File: config.mk
export PLATFORM = sky130hd
export DESIGN_NAME = tmr_clock_select
export DESIGN_NICKNAME = d
export VERILOG_FILES = /design/src/rtl/tmr_clock_select.sv
export SDC_FILE = /design/constraint.sdc
export NUM_CORES = 1
export LEC_CHECK = 0
export BUFFER_PORTS_ARGS = -buffer_cell sky130_fd_sc_hd__buf_2
export CAP_MARGIN = 40
export CELL_PAD_IN_SITES_DETAIL_PLACEMENT = 1
export CELL_PAD_IN_SITES_GLOBAL_PLACEMENT = 1
export CORE_MARGIN = 3
export CORE_UTILIZATION = 37
export DETAILED_ROUTE_END_ITERATION = 12
export PLACE_DENSITY_LB_ADDON = 0.12
export SETUP_SLACK_MARGIN = 0.3
export SYNTH_ARGS = -nofsm -noshare
export SYNTH_HDL_FRONTEND = slang
export SYNTH_SLANG_ARGS = --single-unit
File: constraint.sdc
create_clock -name clk -period 1.8 [get_ports clk]
set_clock_uncertainty 0.15 [all_clocks]
set_input_delay 0.18 -clock clk [delete_from_list [all_inputs] [get_ports clk]]
set_output_delay 0.18 -clock clk [all_outputs]
set_load 0.05 [all_outputs]
File: src/rtl/tmr_clock_select.sv
// tmr_clock_select: count-source front end for one 8-bit timer channel.
// Selects between the internal prescaler taps, the partner-channel cascade
// pulse and the external TMCI pin, and turns external TMRI rising edges
// into a clear request. Both outputs are registered one-cycle pulses.
//
// Optional build macro: TMR_NOISE_FILTER_EN adds a digital glitch filter on
// the synchronized TMCI and TMRI levels (FILTER_LEN stable cycles).
module tmr_clock_select #(
  parameter int BIT_WIDTH   = 8,
  parameter int DIV_A       = 8,
  parameter int DIV_B       = 64,
  parameter int DIV_C       = 8192,
  parameter int SYNC_STAGES = 2,
  parameter int FILTER_LEN  = 3
) (
  input  logic                       clk,
  input  logic                       rst_n,
  input  logic [BIT_WIDTH-1:0]       cks_reg,
  input  logic                       tmrie,
  input  logic                       cascade_in,
  input  logic                       tmci,
  input  logic                       tmri,
  output logic                       count_en,
  output logic                       clear_req,
  output logic [$clog2(DIV_C)-1:0]   presc_q
);

  localparam int PW = $clog2(DIV_C);
  localparam logic [PW-1:0] MASK_A = PW'(DIV_A - 1);
  localparam logic [PW-1:0] MASK_B = PW'(DIV_B - 1);
  localparam logic [PW-1:0] MASK_C = PW'(DIV_C - 1);

  logic [PW-1:0]          presc;
  logic [SYNC_STAGES-1:0] tmci_sync;
  logic [SYNC_STAGES-1:0] tmri_sync;
  logic                   tmci_lvl;
  logic                   tmri_lvl;
  logic                   tmci_hist;
  logic                   tmri_hist;
  logic                   tick_a;
  logic                   tick_b;
  logic                   tick_c;
  logic                   tmci_rise;
  logic                   tmci_fall;
  logic                   tmri_rise;
  logic                   count_nxt;
  logic                   unused_cks_hi;

  // Only CKS [2:0] matters; the remaining register bits belong to other fields.
  assign unused_cks_hi = ^cks_reg[BIT_WIDTH-1:3];

  // Free-running prescaler; never disturbed by CKS changes.
  always_ff @(posedge clk or negedge rst_n) begin
    if (!rst_n) presc <= '0;
    else        presc <= presc + 1'b1;
  end

  assign presc_q = presc;
  assign tick_a  = (presc & MASK_A) == MASK_A;
  assign tick_b  = (presc & MASK_B) == MASK_B;
  assign tick_c  = (presc & MASK_C) == MASK_C;

  // Metastability synchronizers for the two asynchronous pins.
  always_ff @(posedge clk or negedge rst_n) begin
    if (!rst_n) begin
      tmci_sync <= '0;
      tmri_sync <= '0;
    end else begin
      tmci_sync <= {tmci_sync[SYNC_STAGES-2:0], tmci};
      tmri_sync <= {tmri_sync[SYNC_STAGES-2:0], tmri};
    end
  end

`ifdef TMR_NOISE_FILTER_EN
  localparam int FW = $clog2(FILTER_LEN + 1);
  localparam logic [FW-1:0] FILT_LAST = FW'(FILTER_LEN - 1);

  logic [FW-1:0] tmci_fcnt;
  logic [FW-1:0] tmri_fcnt;
  logic          tmci_filt;
  logic          tmri_filt;

  // TMCI filter: adopt a new level only after FILTER_LEN consecutive cycles.
  always_ff @(posedge clk or negedge rst_n) begin
    if (!rst_n) begin
      tmci_filt <= 1'b0;
      tmci_fcnt <= '0;
    end else if (tmci_sync[SYNC_STAGES-1] == tmci_filt) begin
      tmci_fcnt <= '0;
    end else if (tmci_fcnt == FILT_LAST) begin
      tmci_filt <= tmci_sync[SYNC_STAGES-1];
      tmci_fcnt <= '0;
    end else begin
      tmci_fcnt <= tmci_fcnt + 1'b1;
    end
  end

  // TMRI filter: same qualification as TMCI.
  always_ff @(posedge clk or negedge rst_n) begin
    if (!rst_n) begin
      tmri_filt <= 1'b0;
      tmri_fcnt <= '0;
    end else if (tmri_sync[SYNC_STAGES-1] == tmri_filt) begin
      tmri_fcnt <= '0;
    end else if (tmri_fcnt == FILT_LAST) begin
      tmri_filt <= tmri_sync[SYNC_STAGES-1];
      tmri_fcnt <= '0;
    end else begin
      tmri_fcnt <= tmri_fcnt + 1'b1;
    end
  end

  assign tmci_lvl = tmci_filt;
  assign tmri_lvl = tmri_filt;
`else
  assign tmci_lvl = tmci_sync[SYNC_STAGES-1];
  assign tmri_lvl = tmri_sync[SYNC_STAGES-1];
`endif

  // History flops; resetting to 0 means a pin high at release still needs
  // to propagate through the synchronizer before it registers as an edge.
  always_ff @(posedge clk or negedge rst_n) begin
    if (!rst_n) begin
      tmci_hist <= 1'b0;
      tmri_hist <= 1'b0;
    end else begin
      tmci_hist <= tmci_lvl;
      tmri_hist <= tmri_lvl;
    end
  end

  assign tmci_rise = tmci_lvl & ~tmci_hist;
  assign tmci_fall = ~tmci_lvl & tmci_hist;
  assign tmri_rise = tmri_lvl & ~tmri_hist;

  // Count-source select; exactly one source is routed, so at most one pulse per cycle.
  always_comb begin
    count_nxt = 1'b0;
    case (cks_reg[2:0])
      3'b000:  count_nxt = 1'b0;
      3'b001:  count_nxt = tick_a;
      3'b010:  count_nxt = tick_b;
      3'b011:  count_nxt = tick_c;
      3'b100:  count_nxt = cascade_in;
      3'b101:  count_nxt = tmci_rise;
      3'b110:  count_nxt = tmci_fall;
      3'b111:  count_nxt = tmci_rise | tmci_fall;
      default: count_nxt = 1'b0;
    endcase
  end

  // Output pulses are registered; clear priority is resolved downstream.
  always_ff @(posedge clk or negedge rst_n) begin
    if (!rst_n) begin
      count_en  <= 1'b0;
      clear_req <= 1'b0;
    end else begin
      count_en  <= count_nxt;
      clear_req <= tmri_rise & tmrie;
    end
  end

endmodule

==> results of run 1 <==
-- cell usage in the layout, fill, tap and decap left out, drive strengths merged --
| cell | n |
|---|---|
| nand2b | 1 |
| mux4 | 1 |
| a31oi | 1 |
| o41ai | 1 |
| nand3 | 4 |
| clkbuf | 4 |
| nand3b | 1 |
| inv | 5 |
| xnor2 | 7 |
| dfrtp | 21 |
| nand4 | 1 |
| nor3 | 1 |
| ha | 4 |
| dlygate4sd3 | 5 |
| xor2 | 3 |
| nor2 | 5 |
| and4 | 2 |
| o21ai | 1 |
| buf | 23 |
| nand2 | 7 |
-- per-layer routing --
layer | vias up | track usage, %
met4 | 0 | 9.96
met5 | - | 0
li1 | 284 | -
met1 | 289 | 15.3
met3 | 5 | 3.27
met2 | 19 | 21.1
-- what timing repair did --
item,in CTS,in global routing
endpoints found under the setup margin,1,1
cloned,0,0
gates resized for setup,0,1
setup buffers,0,0
pin swaps,2,0
endpoints found under the hold margin,25,0
hold buffers,5,0
-- flip-flops by register name, summed over array words and instances, names as in the netlist --
register and flops:
count_en 1, clear_req 1, tmri_hist 1, tmci_hist 1, presc_q 13, tmci_sync 2, tmri_sync 2
-- cell families after synthesis --
group,Yosys count,synth area share (%)
multiplexers,1,2.60
AND/OR/NAND/NOR,22,15.2
buffers and inverters,5,2.16
AO/OA/AOI/OAI,3,3.61
XOR/XNOR,10,10.1
flip-flops,21,60.6
adder cells (fa/ha/maj),4,5.77
-- power by group through the flow --
stage | combinational (mW) | sequential [mW] | clock, mW
global placement | 0.0449 | 0.493 | 0
finish | 0.0536 | 0.484 | 0.225
CTS | 0.0541 | 0.485 | 0.237
detailed placement | 0.0459 | 0.494 | 0
global route | 0.0606 | 0.486 | 0.256
floorplan | 0.0120 | 0.502 | 0
-- path summary, 6_finish.rpt --
check / start / endpoint / slack, ps / cells past startpoint
max: tmci_sync[1] / count_en / 260 / 6
min: cascade_in / count_en / 150 / 4
max reg2reg: tmci_sync[1] / count_en / 260 / 6
min reg2reg: tmci_sync[0] / tmci_sync[1] / 220 / 0
max in group asynchronous: rst_n / presc_q[6] / 960 / 2
min in group asynchronous: rst_n / presc_q[11] / 190 / 2
-- critical path, stage by stage (launching register included) --
cell and delay, ps:
dfrtp_1 380, inv_1 50, ha_1 260, inv_1 30
mux4_2 450, nand2_2 70, o21ai_2 40
-- cell type report --
| cell class | count | area (µm²) | area share (%) |
|---|---|---|---|
| clock buffers | 4 | 26.3 | 2.32 |
| inverters | 5 | 18.8 | 1.66 |
| multi-input cells | 40 | 353 | 31.1 |
| flip-flops and latches | 21 | 537 | 47.4 |
| well taps | 27 | 33.8 | 2.98 |
| repair buffers | 28 | 165 | 14.6 |
==> reports/qor.csv, run 1 <==
metric,value,unit
Seq pwr share,63.5,%
switching portion of total power,22.6,%
drt drc,0,
Yosys cell types,21,
Power Density,673,mW/mm²
Setup TNS Final,0,ps
Final Core Density,54.4,%
CTS tree,built,
final hold slack,145,ps
Yosys warnings,0,
Hold WC Path Type,in -> reg,
status,completed,
Setup Crit Path Kind,reg -> reg,
pre-CTS WS,246,ps
sequential-to-total area share from yosys stat,60.6,%
clk sinks,21,
"flops & latches, synth",21,
max_slew headroom,69.5,%
Post-DP Area,0.00105,mm²
uppermost layer routed,met4,
largest net degree at the start of global routing,22,
"antenna viol nets, final",0,
Yosys top cell area share,60.6,%
CP Launch Type,register,
placed cell count,116,
chip height,54.4,µm
synth top area cells,"dfrtp_1 (61%), xnor2_1 (7.1%), ha_1 (5.8%)",
PnR worst setup slack,264,ps
first-pass GRT wire length,2.66,mm
Finished Cell Area,0.00113,mm²
Synth-to-Final Area Change,30.7,%
P_leak,0.559,nW
post-synthesis cell count,66,
P_sw,0.173,mW
Nets,117,
I/O pin cnt,29,
total track usage,13.3,%
CP required,1860,ps
CORE AREA,0.00208,mm²
max-slew violations,0,
Main synth FF type,dfrtp_1,
vias in the first global route,641,
DR vias/cell,4.78,
maxcap violations,0,
layout cells sized above 1,49.0,%
CTS root buf,clkbuf_4,
drt wl/cell,13.1,µm
drt pass-1 iters,2,
clock tree buffer depth,2,
Post-synth top cells,"dfrtp_1 (21), nand2_1 (7), xnor2_1 (7)",
DRT iter0 DRCs,2,
RSZ-0062 raised after global routing,yes,
number of synthesized flops with an enable pin,0,
"non-filler cells, final",125,
worst IR drop on VDD,0.425,mV
H-tree depth,1,
final setup violating endpoints,0,
"area leader, netlist",dfrtp_1,
ANT cells,0,
Clk pwr share,29.5,%
Routed WL,1.64,mm
port bufs,23,
most common cell in the netlist,dfrtp_1,
"Reg clk slew, reported paths",110,ps
routed length on met3,95,µm
starting density of the core,41.6,%
Worst Tran Pin Value,458,ps
Horiz. Die Dim,54.4,µm
std cell rows,16,
Async SR Flop Fraction,100,%
Int Pwr,0.590,mW
Total Power,0.763,mW
Inserted Clock Buffers,3,
average size of a mapped cell,13.1,µm²
largest fanout on the critical path,3,
worst path arrival time,1590,ps
fillers,241,
f_max,651,MHz
initial antenna violation count,0,
Synth Cell Area,867,µm²
die footprint,0.00296,mm²
"Hold Vio Cnt, Final",0,
Skew-Pair Late Insertion Delay,300,ps
Comb power frac,7.0,%
routed vias,597,
Worst setup EP type,register,
syn nets,84,
WL met2,814,µm
Tcrit/Tclk final,85.3,%
routability congestion estimate,0.679,
min cycle time layout,1540,ps
met1 wire length,681,µm
GRT overflow,0,
Final HPWL DP,1.22,mm
No activity file was read; power rests on OpenSTA's default activity.
==> run 2: changes to the inputs <==
--- a/config.mk
+++ b/config.mk
@@ -5,7 +5,7 @@
 export SDC_FILE = /design/constraint.sdc
 export NUM_CORES = 1
 export LEC_CHECK = 0
-export BUFFER_PORTS_ARGS = -buffer_cell sky130_fd_sc_hd__buf_2
+export BUFFER_PORTS_ARGS = -buffer_cell sky130_fd_sc_hd__clkbuf_2
 export CAP_MARGIN = 40
 export CELL_PAD_IN_SITES_DETAIL_PLACEMENT = 1
 export CELL_PAD_IN_SITES_GLOBAL_PLACEMENT = 1
==> run 2 against run 1 <==
- first-iteration DRC count stayed put
- via count is 3.0% higher
- register-to-register slack worse by 40 ps
- critical path depth is 1 lower
- combinational power is 4.1% higher
- total power is 2.2% higher
- highest routed layer unchanged
- utilization is 0.54 points higher
==> reports/qor.csv, run 2 (synthesis gave the netlist of run 1 again) <==
metric,value,unit
DRT iter0 DRCs,2,
min cycle time layout,1580,ps
Hold WC Path Type,in -> reg,
max reg flops,13,
most frequent cells in the layout,"clkbuf_2 (23), dfrtp_1 (12), dfrtp_2 (9)",
vias in the first global route,652,
layout cells sized above 1,50.5,%
CORE AREA,0.00208,mm²
Setup TNS Final,0,ps
hold path depth,4,
clock tree buffer depth,2,
"antenna viol nets, final",0,
Synth-to-Final Area Change,32.0,%
status,completed,
largest fanout on the critical path,3,
port bufs,23,
"commonest non-fill, non-tap cell in the layout",clkbuf_2,
CP Launch Type,register,
"Reg clk slew, reported paths",120,ps
"Hold Vio Cnt, Final",0,
clk sinks,21,
DR vias/cell,4.88,
ANT cells,0,
Skew-Pair Late Insertion Delay,310,ps
Routed WL,1.72,mm
FF-to-FF path depth,5,
CTS root buf,clkbuf_4,
I/O pin cnt,29,
chip height,54.4,µm
CP required,1870,ps
Tcrit/Tclk final,87.6,%
worst path arrival time,1640,ps
initial antenna violation count,0,
Power Density,681,mW/mm²
fillers,226,
final setup violating endpoints,0,
f_max,634,MHz
Inserted Clock Buffers,3,
H-tree depth,1,
WL met2,847,µm
P_leak,0.558,nW
Horiz. Die Dim,54.4,µm
Setup Crit Path Kind,reg -> reg,
CTS tree,built,
Worst Tran Pin Value,523,ps
drt drc,0,
maxcap violations,0,
uppermost layer routed,met4,
routed length on met3,112,µm
Worst setup EP type,register,
starting density of the core,41.6,%
worst IR drop on VDD,0.545,mV
RSZ-0062 raised after global routing,yes,
GRT overflow,0,
max-slew violations,0,
routed vias,615,
Nets,118,
max_slew headroom,65.1,%
total track usage,14.0,%
final hold slack,142,ps
met1 wire length,733,µm
drt wl/cell,13.7,µm
std cell rows,16,
largest net degree at the start of global routing,22,
Final HPWL DP,1.30,mm
first-pass GRT wire length,2.84,mm
drt pass-1 iters,3,
die footprint,0.00296,mm²
routability congestion estimate,0.679,
-- run 2: cell count changes in the layout (fill, tap and decap cells not counted) --
cell | before | now
buf_4 | 0 | 1
buf_2 | 23 | 0
clkbuf_2 | 0 | 23
clkbuf_1 | 1 | 0
clkinvlp_4 | 0 | 1
-- run 2: routing by layer --
layer  vias to the layer above  GRT usage [%]
met4                         0           6.22
li1                        287              -
met5                         -              0
met2                        20           22.9
met3                         4           5.72
met1                       304           16.0
-- run 2: what timing repair did --
item                                    CTS  global route
buffers inserted                          0             1
endpoints found under the setup margin    1             1
resized for setup                         0             1
hold endpoints to repair                 25             0
pin swaps                                 2             0
hold buffers                              5             0
-- run 2: layout make-up --
cell class | instances | area, µm² | area share, %
tap | 27 | 33.8 | 2.95
multi-input combinational | 40 | 353 | 30.8
timing repair buffer | 29 | 173 | 15.1
inverter | 5 | 18.8 | 1.64
sequential | 21 | 537 | 46.9
clock inverter | 1 | 7.51 | 0.656
clock buffer | 3 | 22.5 | 1.97
-- run 2: per-stage QoR --
stage / util, % / instance area [µm²] / std cells / power [mW] / setup slack, ps
2_1_floorplan: - / 906 / 66 / 0.514 / 280
3_3_place_gp: 50.7 / 1050 / 116 / 0.538 / 279
3_5_place_dp: 50.7 / 1050 / 116 / 0.541 / 226
4_1_cts: 54.5 / 1130 / 125 / 0.792 / 217
5_1_grt: 55.0 / 1140 / 126 / 0.823 / 123
6_report: 55.0 / 1140 / 126 / 0.780 / 223
-- run 2: path summary, 6_finish.rpt --
check,start,endpoint,slack (ps)
worst min register to register,tmri_sync[0],tmri_sync[1],220
max in group asynchronous,rst_n,presc_q[7],920
min in group asynchronous,rst_n,tmci_sync[0],200
worst max-delay path,tmci_sync[1],count_en,220
worst max register to register,tmci_sync[1],count_en,220
worst min-delay path,cascade_in,count_en,140
-- run 2: where the power goes --
part	switching [mW]	leakage [nW]	total [mW]	internal, mW
logic	0.0316	0.292	0.0558	0.0242
registers	0.00409	0.253	0.485	0.481
clock network	0.154	0.0139	0.239	0.0849
-- run 2: critical path, cell delays in order (launching register included) --
cell	delay (ps)
dfrtp_1	420
buf_4	140
ha_1	180
mux4_2	470
nand2_2	70
o21ai_2	50
==> run 3: changes to the inputs <==
--- a/config.mk
+++ b/config.mk
@@ -5,12 +5,13 @@
 export SDC_FILE = /design/constraint.sdc
 export NUM_CORES = 1
 export LEC_CHECK = 0
+export ABC_AREA = 1
 export BUFFER_PORTS_ARGS = -buffer_cell sky130_fd_sc_hd__clkbuf_2
 export CAP_MARGIN = 40
 export CELL_PAD_IN_SITES_DETAIL_PLACEMENT = 1
 export CELL_PAD_IN_SITES_GLOBAL_PLACEMENT = 1
 export CORE_MARGIN = 3
-export CORE_UTILIZATION = 37
+export CORE_UTILIZATION = 36
 export DETAILED_ROUTE_END_ITERATION = 12
 export PLACE_DENSITY_LB_ADDON = 0.12
 export SETUP_SLACK_MARGIN = 0.3
==> run 3 against run 2 <==
- synthesized cell count increased by 27%
- highest routed layer unchanged
- flip-flop and latch count did not move
- setup slack improved by 150 ps
- largest power group unchanged
- fmax rose by 11%
- utilization shrank 5.2 points
==> reports/qor.csv, run 3 <==
metric,value,unit
RSZ-0062 raised after global routing,no,
Int Pwr,0.586,mW
final setup violating endpoints,0,
Finished Cell Area,0.00113,mm²
switching portion of total power,23.1,%
Seq pwr share,63.5,%
ANT cells,0,
"Hold Vio Cnt, Final",0,
Nets,134,
Clk pwr share,29.6,%
largest net degree at the start of global routing,22,
CP cell instances,clkbuf_2,
Buf/Inv on CP,1,
CP Launch Type,register,
Top Family by Delay on Critical Path,flip-flops,
worst IR drop on VDD,0.492,mV
Worst setup EP type,output port,
Synth Cell Area,892,µm²
H-tree depth,1,
largest fanout on the critical path,6,
maxcap violations,0,
CTS tree,built,
"Reg clk slew, reported paths",120,ps
drt pass-1 iters,2,
average size of a mapped cell,10.6,µm²
synth top area cells,"dfrtp_1 (59%), nand2_1 (6.3%), ha_1 (5.6%)",
sequential-to-total area share from yosys stat,58.9,%
CORE AREA,0.00228,mm²
slowest cell on the critical path,dfrtp_1,
P_sw,0.176,mW
chip height,55.8,µm
Post-DP Area,0.00107,mm²
"antenna viol nets, final",0,
max_slew headroom,65.2,%
max-slew violations,0,
Worst Tran Pin Value,522,ps
port bufs,23,
min cycle time layout,1430,ps
Final Core Density,49.8,%
Setup Crit Path Kind,reg -> out,
"area leader, netlist",dfrtp_1,
drt wl/cell,12.1,µm
clock tree buffer depth,2,
max reg flops,13,
routed vias,669,
CP required,1470,ps
std cell rows,17,
Async SR Flop Fraction,100,%
most common cell in the netlist,dfrtp_1,
Inserted Clock Buffers,3,
DR vias/cell,4.68,
most frequent cells in the layout,"clkbuf_2 (23), dfrtp_1 (17), nand2_1 (15)",
clk sinks,21,
Tcrit/Tclk final,79.2,%
initial antenna violation count,0,
Setup TNS Final,0,ps
status,completed,
Main synth FF type,dfrtp_1,
post-CTS setup buffers,0,
Horiz. Die Dim,55.8,µm
starting density of the core,39.2,%
Synth-to-Final Area Change,27.1,%
routability congestion estimate,0.667,
vias in the first global route,668,
Yosys cell types,14,
CTS root buf,clkbuf_4,
first-pass GRT wire length,2.98,mm
layout cells sized above 1,31.3,%
Yosys warnings,0,
"commonest non-fill, non-tap cell in the layout",clkbuf_2,
total track usage,12.8,%
Power Density,673,mW/mm²
peak per-stage delay on the critical path,470,ps
Comb power frac,6.9,%
P_leak,0.573,nW
Post-synth top cells,"dfrtp_1 (21), nand2_1 (15), inv_1 (8), nor2_1 (8)",
Hold WC Path Type,in -> reg,
GRT overflow,0,
die footprint,0.00311,mm²
syn nets,102,
f_max,701,MHz
"flops & latches, synth",21,
drt drc,0,
worst path arrival time,1100,ps
Skew-Pair Late Insertion Delay,310,ps
Yosys top cell area share,58.9,%
Routed WL,1.73,mm
I/O pin cnt,29,
post-synthesis cell count,84,
Final HPWL DP,1.35,mm
DRT iter0 DRCs,8,
number of synthesized flops with an enable pin,0,
[run 3: cell types whose count changed after synthesis, moves of 3 or more]
cell     change
nand2_1      +8
inv_1        +4
xnor2_1      -3
nor2_1       +4
nor3_1       +4
nand4_1      +4
[run 3: worst paths after layout]
kind	from	end	slack, ps	depth (start not counted)
min in group asynchronous	rst_n	presc_q[8]	210	2
max in group asynchronous	rst_n	presc_q[3]	900	2
worst max-delay path	presc_q[8]	presc_q[8]	370	1
worst min-delay path	cascade_in	count_en	60	5
worst min register to register	tmci_sync[0]	tmci_sync[1]	210	0
worst max register to register	presc_q[1]	presc_q[12]	450	5
[run 3: cell families after synthesis]
kind of cell,share of synthesized area [%]
XOR/XNOR,8.84
adder cells (fa/ha/maj),5.61
buffers and inverters,3.37
flip-flops,58.9
AND/OR/NAND/NOR,23.3
[run 3: repair_timing]
item | 4_1_cts | 5_1_grt
endpoints found under the setup margin | 0 | 2
hold buffers | 4 | 0
resized for setup | 0 | 0
hold endpoints to repair | 24 | 0
[run 3: worst min-delay path, cell delays in order]
cell and delay, ps:
clkbuf_2 80, nand3_1 70, nand2_1 60, nor2_1 40, nand4_1 70
[run 3: layer usage]
metal | share of wire (%) | track usage, %
met1 | 46 | 15.4
met3 | 5.7 | 3.25
met2 | 45 | 19.8
met5 | 0 | 0
met4 | 3.4 | 9.38
[run 3: final cells by class]
type	instances	area, µm²
fillers	259	1140
clock buffers	4	26.3
multi-input cells	55	357
flip-flops and latches	21	531
repair buffers	27	155
well taps	28	35.0
inverters	8	30.0
[run 3: power groups by stage]
stage          Clock (mW)  Combinational (mW)  Sequential, mW
2_1_floorplan           0              0.0113           0.502
6_report            0.225              0.0527           0.484
3_3_place_gp            0              0.0467           0.493
5_1_grt             0.261              0.0596           0.486
4_1_cts             0.243              0.0542           0.485
3_5_place_dp            0              0.0472           0.494
[run 3: per-stage QoR]
step                      hold WS (ps)  power, mW  setup WS, ps  std cells
after floorplan                   -266      0.514           223         84
after global placement            31.2      0.540           376        135
after detailed placement          33.3      0.541           369        135
after CTS                         57.0      0.782           356        143
after global routing              91.6      0.806           314        143
final                             55.5      0.763           374        143
